$ cat config.mk
export PLATFORM = sky130hd
export DESIGN_NAME = oserdes_word_sched_flat
export DESIGN_NICKNAME = d
export VERILOG_FILES = /design/src/rtl/oserdes_word_sched_if.sv /design/src/rtl/oserdes_word_sched.sv /design/src/flat_wrapper.sv
export SDC_FILE = /design/constraint.sdc
export NUM_CORES = 1
export LEC_CHECK = 0
export ABC_CLOCK_PERIOD_IN_PS = 4000
export CAP_MARGIN = 20
export CORE_ASPECT_RATIO = 0.75
export CORE_MARGIN = 3
export CORE_UTILIZATION = 55
export CTS_BUF_LIST = sky130_fd_sc_hd__clkbuf_4
export CTS_CLUSTER_DIAMETER = 30
export DETAILED_ROUTE_END_ITERATION = 7
export GPL_ROUTABILITY_DRIVEN = 0
export PLACE_DENSITY = 0.94
export SLEW_MARGIN = 20
export SYNTH_ARGS = -nofsm -noshare
export SYNTH_HDL_FRONTEND = slang
export SYNTH_SLANG_ARGS = --single-unit
$ cat constraint.sdc
create_clock -name clk_ser -period 4 [get_ports clk_ser]
set_clock_uncertainty 0.2 [all_clocks]
set_input_delay 0.8 -clock clk_ser [delete_from_list [all_inputs] [get_ports clk_ser]]
set_output_delay 0.8 -clock clk_ser [all_outputs]
set_load 0.005 [all_outputs]
$ cat src/rtl/oserdes_word_sched_if.sv
`default_nettype none
// ============================================================================
//  Module  : oserdes_word_sched_if
//  Purpose : Source handshakes and serializer word bus for oserdes_word_sched.
//  Revision: 1.0  initial release
// ============================================================================
interface oserdes_word_sched_if #(
   parameter int WORD_W = 10
);
   logic              a_valid;
   logic [WORD_W-1:0] a_data;
   logic              a_ready;
   logic              b_valid;
   logic [WORD_W-1:0] b_data;
   logic              b_ready;
   logic              ser_load;
   logic [WORD_W-1:0] ser_word;

   // master: the scheduler; slave: sources and serializer
   modport master (
      input  a_valid, a_data, b_valid, b_data,
      output a_ready, b_ready, ser_load, ser_word
   );
   modport slave (
      output a_valid, a_data, b_valid, b_data,
      input  a_ready, b_ready, ser_load, ser_word
   );
endinterface
`default_nettype wire

$ cat src/rtl/oserdes_word_sched.sv
`default_nettype none
// ============================================================================
//  Module  : oserdes_word_sched
//  Purpose : Word scheduler for a 10:1 DDR serializer lane: load strobe,
//            training bursts, A/B arbitration with idle fill.
//            Define OSCHED_PRBS_EN for PRBS7 training words.
//  Revision: 1.0  initial release
// ============================================================================
module oserdes_word_sched #(
   parameter int                WORD_W     = 10,
   parameter int                PHASES     = 5,
   parameter logic [WORD_W-1:0] TRAIN_WORD = 10'h3E0,
   parameter logic [WORD_W-1:0] IDLE_WORD  = 10'h155,
   parameter int                TRAIN_LEN  = 64,
   parameter int                STARV_MAX  = 4
) (
   input  logic                 clk_ser,
   input  logic                 rst,
   input  logic                 en,
   input  logic                 train_req,
   oserdes_word_sched_if.master bus,
   output logic [2:0]           phase,
   output logic [1:0]           state_o,
   output logic                 train_done,
   output logic [15:0]          idle_cnt
);
   localparam int                 C_CNT_W      = $clog2(TRAIN_LEN + 1);
   localparam int                 C_STARV_W    = $clog2(STARV_MAX + 1);
   localparam logic [2:0]         C_LAST_PHASE = 3'(PHASES - 1);
   localparam logic [C_CNT_W-1:0] C_LAST_WORD  = C_CNT_W'(TRAIN_LEN - 1);
   localparam logic [C_CNT_W-1:0] C_FIRST_WORD = C_CNT_W'(1);
   localparam logic [C_STARV_W-1:0] C_STARV_LIM = C_STARV_W'(STARV_MAX);

   typedef enum logic [1:0] {
      S_OFF   = 2'd0,
      S_TRAIN = 2'd1,
      S_DATA  = 2'd2
   } state_t;

   state_t               state_q, state_d;
   logic [2:0]           phase_q, phase_d;
   logic [WORD_W-1:0]    ser_word_q, ser_word_d;
   logic [C_CNT_W-1:0]   word_cnt_q, word_cnt_d;
   logic [C_STARV_W-1:0] starv_q, starv_d;
   logic [15:0]          idle_cnt_q, idle_cnt_d;
   logic                 w_boundary;
   logic                 w_a_ready, w_b_ready, w_train_done;
   logic [WORD_W-1:0]    w_train_word;

   assign w_boundary = (phase_q == C_LAST_PHASE);

`ifdef OSCHED_PRBS_EN
   localparam logic [6:0] C_PRBS_SEED = 7'h7F;
   logic [6:0] lfsr_q, lfsr_d, w_lfsr_adv;

   // x^7+x^6+1, WORD_W steps per word, first generated bit lands in bit 0
   always_comb begin
      w_lfsr_adv   = lfsr_q;
      w_train_word = '0;
      for (int i = 0; i < WORD_W; i++) begin
         w_train_word[i] = w_lfsr_adv[6] ^ w_lfsr_adv[5];
         w_lfsr_adv      = {w_lfsr_adv[5:0], w_train_word[i]};
      end
   end

   always_comb begin
      lfsr_d = lfsr_q;
      if (state_d != S_TRAIN) begin
         lfsr_d = C_PRBS_SEED;
      end else if (en && w_boundary && state_q != S_OFF) begin
         lfsr_d = w_lfsr_adv;
      end
   end

   always_ff @(posedge clk_ser or posedge rst) begin
      if (rst) lfsr_q <= C_PRBS_SEED;
      else     lfsr_q <= lfsr_d;
   end
`else
   assign w_train_word = TRAIN_WORD;
`endif

   always_comb begin
      state_d      = state_q;
      phase_d      = 3'd0;
      ser_word_d   = ser_word_q;
      word_cnt_d   = word_cnt_q;
      starv_d      = bus.b_valid ? starv_q : '0;
      idle_cnt_d   = idle_cnt_q;
      w_a_ready    = 1'b0;
      w_b_ready    = 1'b0;
      w_train_done = 1'b0;
      if (!en) begin
         state_d    = S_OFF;
         ser_word_d = IDLE_WORD;
         word_cnt_d = '0;
      end else begin
         if (state_q != S_OFF && !w_boundary) phase_d = phase_q + 3'd1;
         case (state_q)
            S_OFF: begin
               state_d    = S_TRAIN;
               ser_word_d = IDLE_WORD;
               word_cnt_d = '0;
               starv_d    = '0;
               idle_cnt_d = '0;
            end
            S_TRAIN: begin
               if (w_boundary) begin
                  ser_word_d = w_train_word;
                  if (word_cnt_q == C_LAST_WORD) begin
                     state_d      = S_DATA;
                     word_cnt_d   = '0;
                     w_train_done = 1'b1;
                  end else begin
                     word_cnt_d = word_cnt_q + 1'b1;
                  end
               end
            end
            S_DATA: begin
               if (w_boundary) begin
                  if (train_req) begin
                     // this boundary already carries the first training word
                     ser_word_d = w_train_word;
                     idle_cnt_d = '0;
                     starv_d    = '0;
                     if (TRAIN_LEN == 1) begin
                        w_train_done = 1'b1;
                     end else begin
                        state_d    = S_TRAIN;
                        word_cnt_d = C_FIRST_WORD;
                     end
                  end else if (bus.a_valid && !(bus.b_valid && starv_q == C_STARV_LIM)) begin
                     w_a_ready  = 1'b1;
                     ser_word_d = bus.a_data;
                     if (bus.b_valid) starv_d = starv_q + 1'b1;
                  end else if (bus.b_valid) begin
                     w_b_ready  = 1'b1;
                     ser_word_d = bus.b_data;
                     starv_d    = '0;
                  end else begin
                     ser_word_d = IDLE_WORD;
                     if (idle_cnt_q != 16'hFFFF) idle_cnt_d = idle_cnt_q + 16'd1;
                  end
               end
            end
            default: state_d = S_OFF;
         endcase
      end
   end

   always_ff @(posedge clk_ser or posedge rst) begin
      if (rst) begin
         state_q    <= S_OFF;
         phase_q    <= 3'd0;
         ser_word_q <= IDLE_WORD;
         word_cnt_q <= '0;
         starv_q    <= '0;
         idle_cnt_q <= 16'd0;
      end else begin
         state_q    <= state_d;
         phase_q    <= phase_d;
         ser_word_q <= ser_word_d;
         word_cnt_q <= word_cnt_d;
         starv_q    <= starv_d;
         idle_cnt_q <= idle_cnt_d;
      end
   end

   assign bus.ser_load = w_boundary && (state_q != S_OFF);
   assign bus.ser_word = ser_word_q;
   assign bus.a_ready  = w_a_ready;
   assign bus.b_ready  = w_b_ready;
   assign phase        = phase_q;
   assign state_o      = state_q;
   assign train_done   = w_train_done;
   assign idle_cnt     = idle_cnt_q;
endmodule
`default_nettype wire
$ cat src/flat_wrapper.sv
// flat-port wrapper written by rule: the top's interface ports become plain ports
module oserdes_word_sched_flat 
#(
   parameter int                WORD_W     = 10,
   parameter int                PHASES     = 5,
   parameter logic [WORD_W-1:0] TRAIN_WORD = 10'h3E0,
   parameter logic [WORD_W-1:0] IDLE_WORD  = 10'h155,
   parameter int                TRAIN_LEN  = 64,
   parameter int                STARV_MAX  = 4
)
  (clk_ser, rst, en, train_req, phase, state_o, train_done, idle_cnt, bus_a_valid, bus_a_data, bus_b_valid, bus_b_data, bus_a_ready, bus_b_ready, bus_ser_load, bus_ser_word);
  oserdes_word_sched_if #(.WORD_W(WORD_W)) bus_i ();
  input  logic clk_ser;
  input  logic rst;
  input  logic en;
  input  logic train_req;
  output logic [2:0] phase;
  output logic [1:0] state_o;
  output logic train_done;
  output logic [15:0] idle_cnt;
  input wire logic [$bits(bus_i.a_valid)-1:0] bus_a_valid;
  input wire logic [$bits(bus_i.a_data)-1:0] bus_a_data;
  input wire logic [$bits(bus_i.b_valid)-1:0] bus_b_valid;
  input wire logic [$bits(bus_i.b_data)-1:0] bus_b_data;
  output wire logic [$bits(bus_i.a_ready)-1:0] bus_a_ready;
  output wire logic [$bits(bus_i.b_ready)-1:0] bus_b_ready;
  output wire logic [$bits(bus_i.ser_load)-1:0] bus_ser_load;
  output wire logic [$bits(bus_i.ser_word)-1:0] bus_ser_word;
  assign bus_i.a_valid = bus_a_valid;
  assign bus_i.a_data = bus_a_data;
  assign bus_i.b_valid = bus_b_valid;
  assign bus_i.b_data = bus_b_data;
  assign bus_a_ready = bus_i.a_ready;
  assign bus_b_ready = bus_i.b_ready;
  assign bus_ser_load = bus_i.ser_load;
  assign bus_ser_word = bus_i.ser_word;
  oserdes_word_sched #(.WORD_W(WORD_W), .PHASES(PHASES), .TRAIN_WORD(TRAIN_WORD), .IDLE_WORD(IDLE_WORD), .TRAIN_LEN(TRAIN_LEN), .STARV_MAX(STARV_MAX)) u_core (.clk_ser(clk_ser), .rst(rst), .en(en), .train_req(train_req), .bus(bus_i), .phase(phase), .state_o(state_o), .train_done(train_done), .idle_cnt(idle_cnt));
endmodule
# ---- After elaboration in Yosys (flattened, before gate mapping)
# Index checks and enable logic that the tools add are counted.
dict set report totals {
  reg_bits 41
  input_bits 26
}
dict set report classes {
  addsub 4
  n_eq_ne 15
  mux 50
  n_reduce_logical 13
}
# op n
set op_table {}
lappend op_table {{$mux W16} 5}
lappend op_table {{$mux W10} 6}
lappend op_table {{$mux W7} 5}
lappend op_table {{$pmux W16 S2} 1}
lappend op_table {{$pmux W10 S3} 1}
lappend op_table {{$mux W3} 9}
lappend op_table {{$pmux W7 S3} 1}
lappend op_table {{$add A16 B1 Y16 const B} 1}
lappend op_table {{$ne A16 B16 Y1 const B} 1}
lappend op_table {{$mux W1} 15}
lappend op_table {{$ne A3 B2 Y1 const B} 4}
lappend op_table {{$mux W2} 5}
lappend op_table {{$ne A3 B3 Y1 const B} 3}
lappend op_table {{$reduce_and A4 Y1} 2}
lappend op_table {{$add A7 B1 Y7 const B} 1}
lappend op_table {{$eq A7 B6 Y1 const B} 1}
lappend op_table {{$add A3 B1 Y3 const B} 2}
lappend op_table {{$eq A3 B3 Y1 const B} 2}
lappend op_table {{$pmux W2 S3} 1}
lappend op_table {{$pmux W3 S2} 1}
lappend op_table {{$reduce_and A6 Y1} 1}
lappend op_table {{$logic_and A1 B1 Y1} 4}
lappend op_table {{$ne A4 B1 Y1 const B} 1}
lappend op_table {{$reduce_bool A2 Y1} 2}
lappend op_table {{6 further kinds} 7}

# ---- Longest topological paths before layout
# Gate-level depths: netlist of run 1.
dict set report logic_depth {
  ltp_word 9
  mapped_depth 9
  ltp_nobuf 7
}

# ---- Least setup slack after synthesis of run 1
# No wires, ideal clock.
dict set report synth_timing {
  path_type {input port to output port}
  from {input bus_b_valid}
  to {output bus_b_ready}
  arrival_ns 1.760
  setup_slack_ns 1.240
  path_stages 5
  path_buffers 2
  path_cell_list {buf_2 -> nand3_1 -> and2_1 -> clkbuf_1 -> nor4_1}
}
dict set report synth_via {
  elab_chain_cells 8
}
# item line
set synth_lines {}
lappend synth_lines {{from (decl)} flat_wrapper.sv:23} ;# input wire logic [$bits(bus_i.b_valid)-1:0] bus_b_valid;
lappend synth_lines {{$logic_and A1 B1 Y1} oserdes_word_sched.sv:132} ;# end else if (bus.a_valid && !(bus.b_valid && starv_q == C_STARV_LIM)) begin
lappend synth_lines {{$logic_not A1 Y1} oserdes_word_sched.sv:132}
lappend synth_lines {{$logic_and A1 B1 Y1} oserdes_word_sched.sv:132}
lappend synth_lines {{$mux W1 *} oserdes_word_sched.sv:132}
lappend synth_lines {{$mux W1 *} oserdes_word_sched.sv:121} ;# if (train_req) begin
lappend synth_lines {{$mux W1 *} oserdes_word_sched.sv:120} ;# if (w_boundary) begin
lappend synth_lines {{$mux W1 *} oserdes_word_sched.sv:99} ;# case (state_q)
lappend synth_lines {{$mux W1 *} oserdes_word_sched.sv:93} ;# if (!en) begin
lappend synth_lines {{to (decl)} flat_wrapper.sv:26} ;# output wire logic [$bits(bus_i.b_ready)-1:0] bus_b_ready;
# Every way passes the cells marked *; elsewhere a longest branch is shown, timed or not.

# ---- Worst setup path in the final report of run 1
dict set report layout_timing {
  from {register u_core.state_q[0] (netlist: u_core.state_o[0])}
  to {output bus_a_ready}
}
dict set report layout_via {
  elab_chain_cells 3
}
# item line
set layout_lines {}
lappend layout_lines {{from (decl)} oserdes_word_sched.sv:40} ;# state_t state_q, state_d;
lappend layout_lines {{from (signal assigned)} oserdes_word_sched.sv:160} ;# state_q <= state_d;
lappend layout_lines {{$eq A2 B2 Y1} oserdes_word_sched.sv:99}
lappend layout_lines {{$mux W1} oserdes_word_sched.sv:99}
lappend layout_lines {{$mux W1} oserdes_word_sched.sv:93}
lappend layout_lines {{to (decl)} flat_wrapper.sv:25} ;# output wire logic [$bits(bus_i.a_ready)-1:0] bus_a_ready;
# No other way between the ends.

==> results of run 1 <==
## power breakdown
part / internal (mW) / total [mW] / switching (mW)
Clock: 0.138 / 0.272 / 0.134
Sequential: 0.446 / 0.469 / 0.0236
Combinational: 0.172 / 0.433 / 0.262
## kinds of logic (layout without fill, tap and decap cells)
| group | count (synthesis) | after routing | share of synthesized area |
|---|---|---|---|
| XOR/XNOR | 9 | 9 | 0.0313 |
| adder cells (fa/ha/maj) | 10 | 10 | 0.0498 |
| AO/OA/AOI/OAI | 57 | 57 | 0.159 |
| buffers and inverters | 21 | 84 | 0.0338 |
| AND/OR/NAND/NOR | 141 | 141 | 0.299 |
| multiplexers | 4 | 4 | 0.0159 |
| flip-flops | 41 | 41 | 0.410 |
## layout make-up
type | instances | area, um^2 | share of cell area
timing repair buffer | 66 | 646 | 0.198
clock inverter | 2 | 35.0 | 0.0107
inverter | 10 | 37.5 | 0.0115
clock buffer | 6 | 45.0 | 0.0138
tap | 55 | 68.8 | 0.0211
sequential | 41 | 1030 | 0.316
multi-input combinational | 221 | 1400 | 0.428
## layout by cell type, fill, tap and decap left out, types with 2 or more instances in the layout
master	count
nor4_1	3
o211ai_1	5
o311ai_0	3
or3_1	7
a32o_1	4
clkdlybuf4s50_1	60
clkbuf_4	6
nor3b_1	2
a22o_1	3
o41ai_1	3
ha_1	10
and3_1	4
or3b_1	2
o21ai_1	2
a41oi_1	2
nand2_1	30
nand2b_1	4
dfstp_2	5
and2_1	7
o2111ai_1	2
a21boi_1	2
buf_4	6
nor2_1	26
mux2i_1	4
xor2_1	8
a21oi_1	15
nand4_1	12
o21ai_0	8
or4_1	3
nor3_1	11
nand3_1	17
nor2b_1	3
dfrtp_1	36
inv_1	10
## through the flow
stage	power, mW	hold slack (ns)
6_report	1.17	0.318
5_1_grt	1.24	0.343
4_1_cts	1.17	0.320
3_5_place_dp	0.899	0.293
3_3_place_gp	0.888	0.288
2_1_floorplan	0.751	0.283
## critical path: cells and delay by family, from the launching register on
family,cells,cell delay [ns]
buf+inv,2,0.72
flops,1,0.45
fa+ha+maj,1,0.40
simple gates,2,0.84
## routing by layer
layer | wire length [um] | part of all wire
met1 | 3030 | 0.44
met2 | 3050 | 0.44
met3 | 731 | 0.11
met4 | 55 | 0.0080
met5 | 0 | 0
## how the worst min path moves through the flow
stage                           startpoint                endpoint  slack, ns  cells after the start
floorplan                  u_core.phase[0]         u_core.phase[0]       0.28                      1
global placement           u_core.phase[0]         u_core.phase[0]       0.29                      1
detailed placement  u_core.bus.ser_word[9]  u_core.bus.ser_word[9]       0.29                      1
CTS                        u_core.phase[0]         u_core.phase[0]       0.32                      1
global route               u_core.phase[0]         u_core.phase[0]       0.34                      1
finish                     u_core.phase[0]         u_core.phase[0]       0.32                      1
## registers in the layout (all words and copies together) (netlist names)
name,flops
u_core.phase,3
u_core.starv_q,3
u_core.state_o,2
u_core.bus.ser_word,10
u_core.idle_cnt,16
u_core.word_cnt_q,7
==> results.ini, run 1 <==
[timing]
worst_pin_slew_ns = 0.838
setup_viol_count_final = 0
drv_slew = 0
relSlewSlack = 0.439
fin_crit_sh = 0.936
fmax_mhz = 267
timing.final.ws_setup_ns = 0.257
rsz0062_at_grt = no
tns_ns = 0
period_minus_slack_ns = 3.74
final_hold_viol_count = 0

[critical_path]
worstPathCellList = inv_1 -> ha_1 -> nand2b_1 -> nor3_1 -> clkdlybuf4s50_1
r2r_cells = 6
arrival_ns = 2.74
critPathLaunchType = flop
critPathKind = reg -> out
reg2reg_slack_ns = 1.26
slowest_delay_ns = 0.61
required_ns = 3.00
critical_path.startpoint = u_core.state_o[0]
crit_path_top_delay_cell = clkdlybuf4s50_1
reg2reg_to = u_core.idle_cnt[10]
cp-end-kind = output pin
r2r-start = u_core.state_o[0]
crit_fanout = 12
endpoint = bus_a_ready

[logic_synthesis]
synth_common_cells = 36 x dfrtp_1, 30 x nand2_1, 26 x nor2_1
yosysTopAreaCell = dfrtp_1
synth.area.top_cells = dfrtp_1 36%, dfstp_2 5.2%, ha_1 5.0%
synth_edf_count = 0
syn_avg_cell_area_um2 = 8.89
yosysTopAreaCellShare = 0.358
syn_inst = 283
ys_types = 52
ys_seq_elements = 41
synth_area_um2 = 2510
synth_ff_type = dfrtp_1
synth_warnings = 0
yosysMostFrequentCell = dfrtp_1
synth_seq_area_share = 0.410
syn_nets = 319
async_reset_ff_frac = 1.00

[placed_design]
placed_cells = 393
placed_cell_area_um2 = 3180
dp_slack_ns = 0.366
dpl.hpwl_um = 5150
port_buffers = 60

[finish]
final_cells = 401
area_growth_pct = 29.7
fin_util = 0.771
nets = 381
fillers = 298
diodes = 0
final_area_um2 = 3260
drive_gt1_frac = 0.0809

[cts]
clock-root-buffer = clkbuf_4
ctsResizeCount = 0
numCtsBuffers = 5
cts_htree_levels = 2
ctsHoldBuffers = 0
clock_path_buffers = 2
cts_setup_buffers = 0
cts_tree = done
path_clk_slew_ns = 0.13
clk_latency_ns = 0.35
clock-sinks = 41

[global_routing]
met2_usage = 0.409
grt_overflow_total = 0
grt_max_degree = 42
antenna_found_initial = 0
use_met3 = 0.0572
track_usage = 0.262
grt_pass1_vias = 2322
grt_pass1_wl_um = 11400
busiest_layer = met2
met1_usage = 0.375

[floorplan]
num_rows = 20
die_x_um = 84.1
start_util = 0.595
core_um2 = 4230
design.die.area_um2 = 5430
io_pins = 61
die_y_um = 64.6

[power]
p_leak_nw = 1.29
power_density_nw_per_um2 = 360
ir_worst_vdd_mv = 0.295

[run_status]
outcome = finished clean

[routing]
ant_nets = 0
firstDrtPassIters = 6
drc = 0
routed-via-count = 2545
finalWirelength_um = 6870
wl_per_cell_um = 17.1
vias_per_cell = 6.35
first_iter_violations = 369

[hold_path]
hold_class = reg -> reg

[job]
cap_viol_max_count = 0

No activity file was read; power rests on OpenSTA's default activity.
==> run 2: changes to the inputs <==
--- a/config.mk
+++ b/config.mk
@@ -7,15 +7,16 @@
 export LEC_CHECK = 0
 export ABC_CLOCK_PERIOD_IN_PS = 4000
 export CAP_MARGIN = 20
+export CELL_PAD_IN_SITES_DETAIL_PLACEMENT = 0
+export CELL_PAD_IN_SITES_GLOBAL_PLACEMENT = 1
 export CORE_ASPECT_RATIO = 0.75
 export CORE_MARGIN = 3
-export CORE_UTILIZATION = 55
+export CORE_UTILIZATION = 41
 export CTS_BUF_LIST = sky130_fd_sc_hd__clkbuf_4
 export CTS_CLUSTER_DIAMETER = 30
 export DETAILED_ROUTE_END_ITERATION = 7
 export GPL_ROUTABILITY_DRIVEN = 0
-export PLACE_DENSITY = 0.94
-export SLEW_MARGIN = 20
+export PLACE_DENSITY = 0.95
 export SYNTH_ARGS = -nofsm -noshare
 export SYNTH_HDL_FRONTEND = slang
 export SYNTH_SLANG_ARGS = --single-unit
==> run 2 against run 1 <==
Effect of this change:
- design area up 1.3%
- total power down 0.38%
- critical path depth unchanged
- critical path type is now in -> out
- critical endpoint is now bus_b_ready
- largest cell class unchanged
- highest routed layer unchanged
==> results.ini, run 2 (same netlist as run 1, synthesis figures left out) <==
[floorplan]
die_x_um = 96.4
io_pins = 61
die_y_um = 73.8
num_rows = 24
start_util = 0.427
design.die.area_um2 = 7120
core_um2 = 5890

[cts]
path_clk_slew_ns = 0.12
clock-root-buffer = clkbuf_4
ctsHoldBuffers = 0
clock_path_buffers = 2
cts_setup_buffers = 0
cts_htree_levels = 2
ctsResizeCount = 0
clk_latency_ns = 0.35
clock-sinks = 41
cts_tree = done
numCtsBuffers = 5

[critical_path]
cp-end-kind = output pin
critPathLaunchType = primary input
critical_path.startpoint = bus_b_valid
required_ns = 3.00
crit_path_top_delay_cell = clkdlybuf4s50_1
slowest_delay_ns = 0.57
arrival_ns = 2.61
worstPathCellList = clkdlybuf4s50_1 -> nand3_1 -> and2_1 -> nor4_1 -> clkdlybuf4s50_1
reg2reg_slack_ns = 1.19
path_common_cell = clkdlybuf4s50_1
r2r_cells = 6
crit_fanout = 5
critPathKind = in -> out
r2r-start = u_core.state_o[0]
reg2reg_to = u_core.idle_cnt[10]

[timing]
final_hold_viol_count = 0
rsz0062_at_grt = no
fin_crit_sh = 0.903
relSlewSlack = 0.371
timing.hold.ws_ns = 0.305
timing.final.ws_setup_ns = 0.387
fmax_mhz = 277
setup_viol_count_final = 0
tns_ns = 0
drv_slew = 0
worst_pin_slew_ns = 0.942
period_minus_slack_ns = 3.61

[routing]
vias_per_cell = 5.70
wl_per_cell_um = 15.8
finalWirelength_um = 6740
routed-via-count = 2428
first_iter_violations = 103
drc = 0
firstDrtPassIters = 4
ant_nets = 0

[finish]
area_growth_pct = 31.4
drive_gt1_frac = 0.0833
nets = 383
diodes = 0
fillers = 558
mostFrequentLayoutCell = clkdlybuf4s50_1
largest_reg_flops = 16
final_cells = 426
layout_common_cells = 60 x clkdlybuf4s50_1, 36 x dfrtp_1, 30 x nand2_1, 26 x nor2_1, 17 x nand3_1

[power]
seq_power_share = 0.401
ir_worst_vdd_mv = 0.131
p_leak_nw = 1.30
power_density_nw_per_um2 = 354
clkPwrFrac = 0.232
comb_power_share = 0.367
p_total_mw = 1.17
p_switching_uw = 414
p_sw_frac = 0.354
power.internal_uw = 756

[global_routing]
grt_pass1_vias = 2309
grt_pass1_wl_um = 11100
antenna_found_initial = 0
grt_overflow_total = 0
grt_max_degree = 25
track_usage = 0.200

[placed_design]
dpl.hpwl_um = 5130
port_buffers = 60
placed_cells = 418
dp_slack_ns = 0.420

[run_status]
outcome = finished clean

[hold_path]
hold_class = reg -> reg
holdCritStartpoint = u_core.phase[0]
whs_path_depth = 1
whs_endpoint = u_core.phase[0]

[job]
cap_viol_max_count = 0

run 2: cell types whose count changed in the layout (fill, tap and decap cells not counted):
cell | previous run | this run
buf_4 | 6 | 8
clkinv_1 | 0 | 1
clkinv_2 | 1 | 0
run 2: worst max path at each step:
| stage | depth (start not counted) | endpoint |
|---|---|---|
| final | 5 | bus_b_ready |
| after global routing | 5 | bus_b_ready |
| after CTS | 5 | bus_b_ready |
| after detailed placement | 5 | bus_b_ready |
| after global placement | 5 | bus_b_ready |
| after floorplan | 5 | bus_b_ready |
run 2: through the flow:
stage	cell area, um^2	utilization
2_1_floorplan	2510	-
3_3_place_gp	3230	0.548
3_5_place_dp	3230	0.548
4_1_cts	3300	0.561
5_1_grt	3300	0.561
6_report	3300	0.561
run 2: layout make-up:
type,count,area [um^2],area share
Timing Repair Buffer,68,661,0.200
Tap cell,78,97.6,0.0295
Inverter,10,37.5,0.0114
Multi-Input combinational cell,221,1400,0.423
Sequential cell,41,1030,0.312
Clock buffer,6,45.0,0.0136
Clock inverter,2,33.8,0.0102
run 2: power groups by stage:
stage	sequential (mW)	combinational [mW]	clock, mW
after floorplan	0.475	0.276	0
after global placement	0.477	0.419	0
after detailed placement	0.477	0.429	0
after CTS	0.470	0.430	0.279
after global routing	0.474	0.483	0.300
final	0.469	0.429	0.271
run 2: metal layers:
layer  vias up  global-route usage  part of all wire  wire length [um]
li1       1174                   -                 -                 -
met1      1165               0.299              0.49              3310
met2        87               0.292              0.44              2980
met3         2              0.0461             0.062               419
met4         0              0.0451            0.0036                24
met5         -                   0                 0                 0
run 2: critical path: cells and delay by family:
family	cells	cell delay (ns)
simple gates	3	0.68
buf+inv	2	1.13
